### config.mk
export PLATFORM = sky130hd
export DESIGN_NAME = digit_scan_mux
export DESIGN_NICKNAME = d
export VERILOG_FILES = /design/src/rtl/display_pkg.sv /design/src/rtl/refresh_prescaler.sv /design/src/rtl/digit_scan_mux.sv
export SDC_FILE = /design/constraint.sdc
export NUM_CORES = 1
export LEC_CHECK = 0
export ABC_CLOCK_PERIOD_IN_PS = 2550
export BUFFER_PORTS_ARGS = -buffer_cell sky130_fd_sc_hd__buf_2
export CAP_MARGIN = 10
export CORE_UTILIZATION = 55
export DETAILED_ROUTE_END_ITERATION = 10
export PLACE_DENSITY = 0.77
export SYNTH_ARGS = -nofsm -noshare
export SYNTH_HDL_FRONTEND = slang
export SYNTH_SLANG_ARGS = --single-unit
### constraint.sdc
create_clock -name clk -period 2.55 [get_ports clk]
set_clock_uncertainty 0.15 [all_clocks]
set_input_delay 0.1275 -clock clk [delete_from_list [all_inputs] [get_ports clk]]
set_output_delay 0.1275 -clock clk [all_outputs]
set_load 0.005 [all_outputs]
### src/rtl/display_pkg.sv
// Shared constants and types for the seven-segment display path.
package display_pkg;

    localparam int DIGIT_W    = 4;
    localparam int MAX_DIGITS = 8;

    // Common-anode display: a 1 on an anode line keeps that digit dark.
    localparam logic [MAX_DIGITS-1:0] AN_ALL_OFF = '1;

    typedef logic [$clog2(MAX_DIGITS)-1:0] digit_idx_t;

    // 100 MHz clock: 1 kHz per digit, 10 us dark gap at the start of each slot.
    localparam int DEFAULT_REFRESH_DIV  = 100000;
    localparam int DEFAULT_BLANK_CYCLES = 1000;

endpackage

### src/rtl/refresh_prescaler.sv
// Free-running slot timer: counts 0..DIV-1 and flags the last cycle of each slot.
module refresh_prescaler #(
    parameter int DIV = 100000
) (
    input  logic                   clk,
    input  logic                   reset_n,
    output logic [$clog2(DIV)-1:0] count,
    output logic                   tc
);

    localparam int             CW   = $clog2(DIV);
    localparam logic [CW-1:0]  LAST = CW'(DIV - 1);

    logic [CW-1:0] count_q;
    logic [CW-1:0] count_d;

    // Wrap to zero on the terminal count, otherwise advance.
    always_comb begin
        tc      = (count_q == LAST);
        count_d = tc ? '0 : count_q + 1'b1;
    end

    // Counter register.
    always_ff @(posedge clk or negedge reset_n) begin
        if (!reset_n) begin
            count_q <= '0;
        end else begin
            count_q <= count_d;
        end
    end

    assign count = count_q;

endmodule

### src/rtl/digit_scan_mux.sv
// Scans a packed multi-digit hex value onto a common-anode seven-segment
// display. Inputs are captured once per frame so a frame never mixes old and
// new data; leading zeros can be blanked and every slot opens with a short
// all-dark gap to suppress ghosting between adjacent digits.
module digit_scan_mux
    import display_pkg::*;
#(
    parameter int NUM_DIGITS   = 4,
    parameter int REFRESH_DIV  = DEFAULT_REFRESH_DIV,
    parameter int BLANK_CYCLES = DEFAULT_BLANK_CYCLES
) (
    input  logic                          clk,
    input  logic                          reset_n,
    input  logic [DIGIT_W*NUM_DIGITS-1:0] value,
    input  logic [NUM_DIGITS-1:0]         dp_mask,
    input  logic                          lz_blank,
    output logic [DIGIT_W-1:0]            digit,
    output logic                          dp_out,
    output logic [NUM_DIGITS-1:0]         AN,
    output logic                          frame_tick
);

    localparam int                    CNT_W     = $clog2(REFRESH_DIV);
    localparam int                    IDX_W     = $clog2(NUM_DIGITS);
    localparam logic [IDX_W-1:0]      LAST_IDX  = IDX_W'(NUM_DIGITS - 1);
    localparam logic [CNT_W-1:0]      BLANK_END = CNT_W'(BLANK_CYCLES);
    localparam logic [NUM_DIGITS-1:0] AN_OFF    = AN_ALL_OFF[NUM_DIGITS-1:0];

    logic [CNT_W-1:0] cnt;
    logic             tc;

    logic [IDX_W-1:0]              idx_q, idx_d;
    logic                          load_pending_q, load_pending_d;
    logic [DIGIT_W*NUM_DIGITS-1:0] sh_value_q, sh_value_d;
    logic [NUM_DIGITS-1:0]         sh_dp_q, sh_dp_d;
    logic                          sh_lz_q, sh_lz_d;
    logic                          frame_tick_q, frame_tick_d;
    logic [DIGIT_W-1:0]            digit_q, digit_d;
    logic                          dp_q, dp_d;
    logic [NUM_DIGITS-1:0]         an_q, an_d;

    logic                          capture;
    logic                          zero_run;
    logic [NUM_DIGITS-1:0]         blanked;

    refresh_prescaler #(
        .DIV (REFRESH_DIV)
    ) u_prescaler (
        .clk     (clk),
        .reset_n (reset_n),
        .count   (cnt),
        .tc      (tc)
    );

    // Slot sequencing and once-per-frame capture; the capture edge is also
    // the wrap back to digit 0, so slot 0 always sees the fresh frame.
    always_comb begin
        idx_d          = idx_q;
        sh_value_d     = sh_value_q;
        sh_dp_d        = sh_dp_q;
        sh_lz_d        = sh_lz_q;
        capture        = load_pending_q || (tc && (idx_q == LAST_IDX));
        load_pending_d = load_pending_q && !capture;
        frame_tick_d   = capture;
        if (tc) begin
            idx_d = (idx_q == LAST_IDX) ? '0 : idx_q + 1'b1;
        end
        if (capture) begin
            sh_value_d = value;
            sh_dp_d    = dp_mask;
            sh_lz_d    = lz_blank;
        end
    end

    // Leading-zero mask: a digit blanks when it and everything to its left is
    // zero. Digit 0 is excluded so a zero value still shows a single "0".
    always_comb begin
        zero_run = sh_lz_q;
        blanked  = '0;
        for (int k = NUM_DIGITS - 1; k >= 1; k--) begin
            zero_run   = zero_run && (sh_value_q[k*DIGIT_W +: DIGIT_W] == '0);
            blanked[k] = zero_run;
        end
    end

    // Select the current digit's nibble, DP and anode; only one anode can be
    // low, and none during the anti-ghosting gap or on a blanked digit.
    always_comb begin
        digit_d = '0;
        dp_d    = 1'b0;
        an_d    = AN_OFF;
        for (int k = 0; k < NUM_DIGITS; k++) begin
            if (digit_idx_t'(idx_q) == digit_idx_t'(k)) begin
                digit_d = sh_value_q[k*DIGIT_W +: DIGIT_W];
                dp_d    = sh_dp_q[k];
                if (!(cnt < BLANK_END) && !blanked[k]) begin
                    an_d[k] = 1'b0;
                end
            end
        end
    end

    // State and output registers.
    always_ff @(posedge clk or negedge reset_n) begin
        if (!reset_n) begin
            idx_q          <= '0;
            load_pending_q <= 1'b1;
            sh_value_q     <= '0;
            sh_dp_q        <= '0;
            sh_lz_q        <= 1'b0;
            frame_tick_q   <= 1'b0;
            digit_q        <= '0;
            dp_q           <= 1'b0;
            an_q           <= AN_OFF;
        end else begin
            idx_q          <= idx_d;
            load_pending_q <= load_pending_d;
            sh_value_q     <= sh_value_d;
            sh_dp_q        <= sh_dp_d;
            sh_lz_q        <= sh_lz_d;
            frame_tick_q   <= frame_tick_d;
            digit_q        <= digit_d;
            dp_q           <= dp_d;
            an_q           <= an_d;
        end
    end

    assign digit      = digit_q;
    assign dp_out     = dp_q;
    assign AN         = an_q;
    assign frame_tick = frame_tick_q;

endmodule

==> report_table.html <==
<table>
<tr><th>Metric</th><th>Value</th></tr>
<tr><th colspan="2">Pwr</th></tr>
<tr><td>Pleak</td><td>1.250 nW</td></tr>
<tr><td>Areal power density over the cells</td><td>~550 mW/mm^2</td></tr>
<tr><td>Peak ir drop on the vdd network</td><td>0.0004000 V</td></tr>
<tr><th colspan="2">Clock network</th></tr>
<tr><td>Number of gates resized after cts</td><td>0</td></tr>
<tr><td>Worst-skew pair later-pin latency</td><td>310 ps</td></tr>
<tr><td>Buffers from clock root to sink, at most</td><td>2</td></tr>
<tr><td>Clk sink count</td><td>51</td></tr>
<tr><td>Number of levels the H-tree was split into</td><td>2</td></tr>
<tr><td>Postcts setup bufs</td><td>0</td></tr>
<tr><td>Number of buffers created by CTS</td><td>5</td></tr>
<tr><td>CTS hold repair buffers</td><td>22</td></tr>
<tr><td>Clk Tree Root Cell</td><td>sky130_fd_sc_hd__clkbuf_8</td></tr>
<tr><td>TritonCTS clock tree</td><td>done</td></tr>
<tr><td>Clock-pin slew reported for the worst setup and hold paths after clock tree synthesis</td><td>100 ps</td></tr>
<tr><th colspan="2">Yosys</th></tr>
<tr><td>Number of enable-type register cells in the synthesized netlist</td><td>0</td></tr>
<tr><td>Count of distinct cell types in the synthesized netlist</td><td>36</td></tr>
<tr><td>Warnings from Yosys</td><td>0</td></tr>
<tr><td>Post-synthesis sequential area ratio</td><td>55.77%</td></tr>
<tr><td>Share of async-settable or async-resettable flops after synthesis</td><td>100.0%</td></tr>
<tr><td>Per-instance average area after synthesis</td><td>12.36 um^2</td></tr>
<tr><td>Register bit count reported by yosys</td><td>51</td></tr>
<tr><td>Post-synthesis instance total</td><td>around 190</td></tr>
<tr><td>Net count of the mapped netlist</td><td>between 200 and 250</td></tr>
<tr><td>Combined area of all synthesized cells</td><td>between 0.002 and 0.0025 mm^2</td></tr>
<tr><td>Flip-flop cell with the highest count after synthesis</td><td>sky130_fd_sc_hd__dfrtp_1</td></tr>
<tr><th colspan="2">Finish</th></tr>
<tr><td>Number of non-filler instances in the completed layout</td><td>298</td></tr>
<tr><td>Number of nets in the final layout</td><td>roughly 280</td></tr>
<tr><td>Layout cells sized above 1</td><td>27.02%</td></tr>
<tr><td>Layout area overhead</td><td>24.97%</td></tr>
<tr><td>Area of the multi-input gates</td><td>955.9 um^2</td></tr>
<tr><td>Most used cells in the layout excluding fill and tap cells</td><td>46 x sky130_fd_sc_hd__dfrtp_1, 32 x sky130_fd_sc_hd__buf_2, 22 x sky130_fd_sc_hd__dlygate4sd3_1</td></tr>
<tr><td>Most common cell after layout, fill and taps aside</td><td>sky130_fd_sc_hd__dfrtp_1</td></tr>
<tr><td>Number of inserted filler cells in the final layout</td><td>271</td></tr>
<tr><td>Area taken by flip-flops and latches</td><td>roughly 0.0013 mm^2</td></tr>
<tr><td>Share of the core filled with cells</td><td>71.85%</td></tr>
<tr><td>Diodes inserted</td><td>0</td></tr>
<tr><th colspan="2">Floorplanning</th></tr>
<tr><td>Die Footprint</td><td>0.004444 mm^2</td></tr>
<tr><td>Placement Rows</td><td>23</td></tr>
<tr><td>Die X-Extent</td><td>between 60 and 70 um</td></tr>
<tr><td>Count of pins on the block boundary</td><td>33</td></tr>
<tr><td>Initial standard-cell utilization of the core</td><td>57.49%</td></tr>
<tr><td>Core area</td><td>0.004000 mm^2</td></tr>
<tr><td>Die span in y</td><td>66.66 um</td></tr>
<tr><th colspan="2">Detailed routing</th></tr>
<tr><td>First-pass iteration count of the detailed router</td><td>4</td></tr>
<tr><td>Drt drc</td><td>0</td></tr>
<tr><td>Total Routed Length</td><td>approximately 4.7 mm</td></tr>
<tr><td>Drt initial violations</td><td>roughly 150</td></tr>
<tr><td>Mean routed wirelength per cell</td><td>15.83 um</td></tr>
<tr><td>Vias/cell</td><td>5.513</td></tr>
<tr><td>Number of antenna-violating nets in the routed design</td><td>0</td></tr>
<tr><td>Total number of vias</td><td>1,643</td></tr>
<tr><th colspan="2">Place</th></tr>
<tr><td>Placed Cells</td><td>268</td></tr>
<tr><td>DPL Wire Length</td><td>3.127 mm</td></tr>
<tr><td>IO buf count</td><td>32</td></tr>
<tr><td>Routability congestion estimate from global placement</td><td>0.8485</td></tr>
<tr><th colspan="2">Global routing</th></tr>
<tr><td>Total Routing Usage GR</td><td>23.92%</td></tr>
<tr><td>Wire length of the first global-routing pass</td><td>7.631 mm</td></tr>
<tr><td>Total congestion overflow</td><td>0</td></tr>
<tr><td>Largest net degree at the start of global routing</td><td>23</td></tr>
<tr><td>Initial antenna violation count</td><td>0</td></tr>
<tr><td>Number of global-route vias before repair</td><td>around 1,600</td></tr>
<tr><th colspan="2">Setup path</th></tr>
<tr><td>Crit path buf inv count</td><td>1</td></tr>
<tr><td>Worst Path Required</td><td>2600 ps</td></tr>
<tr><td>Worst-path cell chain</td><td>or4_4, nor4b_4, a31oi_2, buf_12, mux2_1</td></tr>
<tr><td>Biggest cell delay along the critical path</td><td>around 580 ps</td></tr>
<tr><td>Largest delay share family, worst path</td><td>simple AND/OR/NAND/NOR gates</td></tr>
<tr><td>Critical Path Start Type</td><td>flop</td></tr>
<tr><td>Critical path peak fanout</td><td>20</td></tr>
<tr><td>Critical Path AT</td><td>2360 ps</td></tr>
<tr><td>CP Capture Type</td><td>flop</td></tr>
<tr><td>Worst Setup Path Type</td><td>reg -&gt; reg</td></tr>
<tr><td>Slowest cell on the critical path</td><td>sky130_fd_sc_hd__or4_4</td></tr>
<tr><th colspan="2">Timing</th></tr>
<tr><td>Final hold slack</td><td>between 100 and 150 ps</td></tr>
<tr><td>Post-route clock period utilization</td><td>90.53%</td></tr>
<tr><td>Final critical-path required period</td><td>around 2300 ps</td></tr>
<tr><td>Post-route setup TNS</td><td>0 ps</td></tr>
<tr><td>Total count of max-transition violations in the final report</td><td>0</td></tr>
<tr><td>Final setup viols</td><td>0</td></tr>
<tr><td>Pin slew with the least headroom to its limit</td><td>541.4 ps</td></tr>
<tr><td>Worst slew margin relative to its limit</td><td>63.39%</td></tr>
<tr><td>Unrepaired setup endpoints after global routing</td><td>false</td></tr>
<tr><td>Hold Fails Final Rpt</td><td>0</td></tr>
<tr><td>Achievable Freq</td><td>433.2 MHz</td></tr>
<tr><th colspan="2">Run</th></tr>
<tr><td>Max-Cap Viols</td><td>0</td></tr>
<tr><th colspan="2">Worst hold path</th></tr>
<tr><td>Worst min-delay path class</td><td>in -&gt; async</td></tr>
<tr><th colspan="2">Outcome</th></tr>
<tr><td>Run status</td><td>completed</td></tr>
</table>
## per-stage QoR
stage | setup slack (ps) | area [um^2] | total power [mW]
final | 241.5 | 2874 | 1.586
after global routing | 64.97 | 2874 | 1.652
after detailed placement | 222.6 | 2541 | 1.012
after floorplan | 390.3 | 2300 | 0.9511
after global placement | 287.7 | 2541 | 1.008
after CTS | 207.4 | 2874 | 1.597
## cell usage after synthesis (2+ instances only)
library cell	count	share of area [%]
sky130_fd_sc_hd__clkbuf_1	3	0.49
sky130_fd_sc_hd__xor2_1	5	1.9
sky130_fd_sc_hd__nor4_1	4	1.1
sky130_fd_sc_hd__nor3_1	3	0.65
sky130_fd_sc_hd__buf_6	2	0.98
sky130_fd_sc_hd__mux2_2	2	0.98
sky130_fd_sc_hd__dfstp_2	5	5.7
sky130_fd_sc_hd__nand4_1	8	2.2
sky130_fd_sc_hd__xnor2_1	9	3.4
sky130_fd_sc_hd__nand3_1	8	1.7
sky130_fd_sc_hd__mux2_1	9	4.4
sky130_fd_sc_hd__a221oi_1	4	1.5
sky130_fd_sc_hd__mux2_4	10	6.5
sky130_fd_sc_hd__nor2_1	13	2.1
sky130_fd_sc_hd__o21ai_0	5	1.1
sky130_fd_sc_hd__o31ai_1	4	1.3
sky130_fd_sc_hd__inv_1	6	0.98
sky130_fd_sc_hd__dfrtp_1	46	50
sky130_fd_sc_hd__nor2b_1	6	1.6
sky130_fd_sc_hd__ha_1	5	2.7
sky130_fd_sc_hd__nand2_1	12	2.0
sky130_fd_sc_hd__a21oi_1	2	0.44
sky130_fd_sc_hd__or4_1	2	0.65
## path summary, 6_finish.rpt
check | from | to | slack (ps) | cells after the start
worst min-delay path | reset_n | sh_dp_q[2] | 110 | 2
worst max register to register | u_prescaler.count[11] | sh_value_q[12] | 240 | 5
max in group asynchronous | reset_n | AN[3] | 1450 | 3
worst min register to register | u_prescaler.count[0] | u_prescaler.count[0] | 350 | 1
min in group clk | u_prescaler.count[0] | u_prescaler.count[0] | 350 | 1
worst max-delay path | u_prescaler.count[11] | sh_value_q[12] | 240 | 5
## metal layers
layer	GRT usage (%)	routed length, um	vias up
met4	9.043	102	0
met2	41.41	2421	52
li1	-	-	784
met3	6.507	228	11
met5	0	0	-
met1	28.01	1964	796
## kinds of logic (layout without fill, tap and decap cells)
family	Yosys count	in the layout	synth area share, %
multiplexers	21	21	11.92
buffers and inverters	12	74	2.666
XOR/XNOR	14	14	5.332
flip-flops	51	51	55.77
adder cells (fa/ha/maj)	5	5	2.720
AO/OA/AOI/OAI	19	19	5.930
AND/OR/NAND/NOR	63	63	15.51
other	1	1	0.1631
## registers in the layout, indices dropped and copies added, names as in the netlist
name and cells:
AN 4, sh_lz_q 1, u_prescaler.count 17, idx_q 2, sh_dp_q 4, digit 4, sh_value_q 16, dp_out 1
frame_tick 1, load_pending_q 1
## worst reg2reg max path, stage by stage, from the launching register on
cell                      delay [ps]
sky130_fd_sc_hd__dfrtp_1         410
sky130_fd_sc_hd__or4_4           580
sky130_fd_sc_hd__nor4b_4         320
sky130_fd_sc_hd__a31oi_2         200
sky130_fd_sc_hd__buf_12          220
sky130_fd_sc_hd__mux2_1          320
## layout make-up
type,count,area share [%]
flip-flops and latches,51,44.62
multi-input cells,123,33.26
repair buffers,60,15.24
clock buffers,5,2.394
well taps,50,2.177
clock inverters,3,1.524
inverters,6,0.7836
## where the power goes
part           switching [mW]  internal [mW]  total (mW)
clock network           0.269          0.292       0.561
logic                  0.0533         0.0885       0.142
registers              0.0314          0.852       0.883
total                   0.354           1.23        1.59
Power figures use the tool's default switching activity.
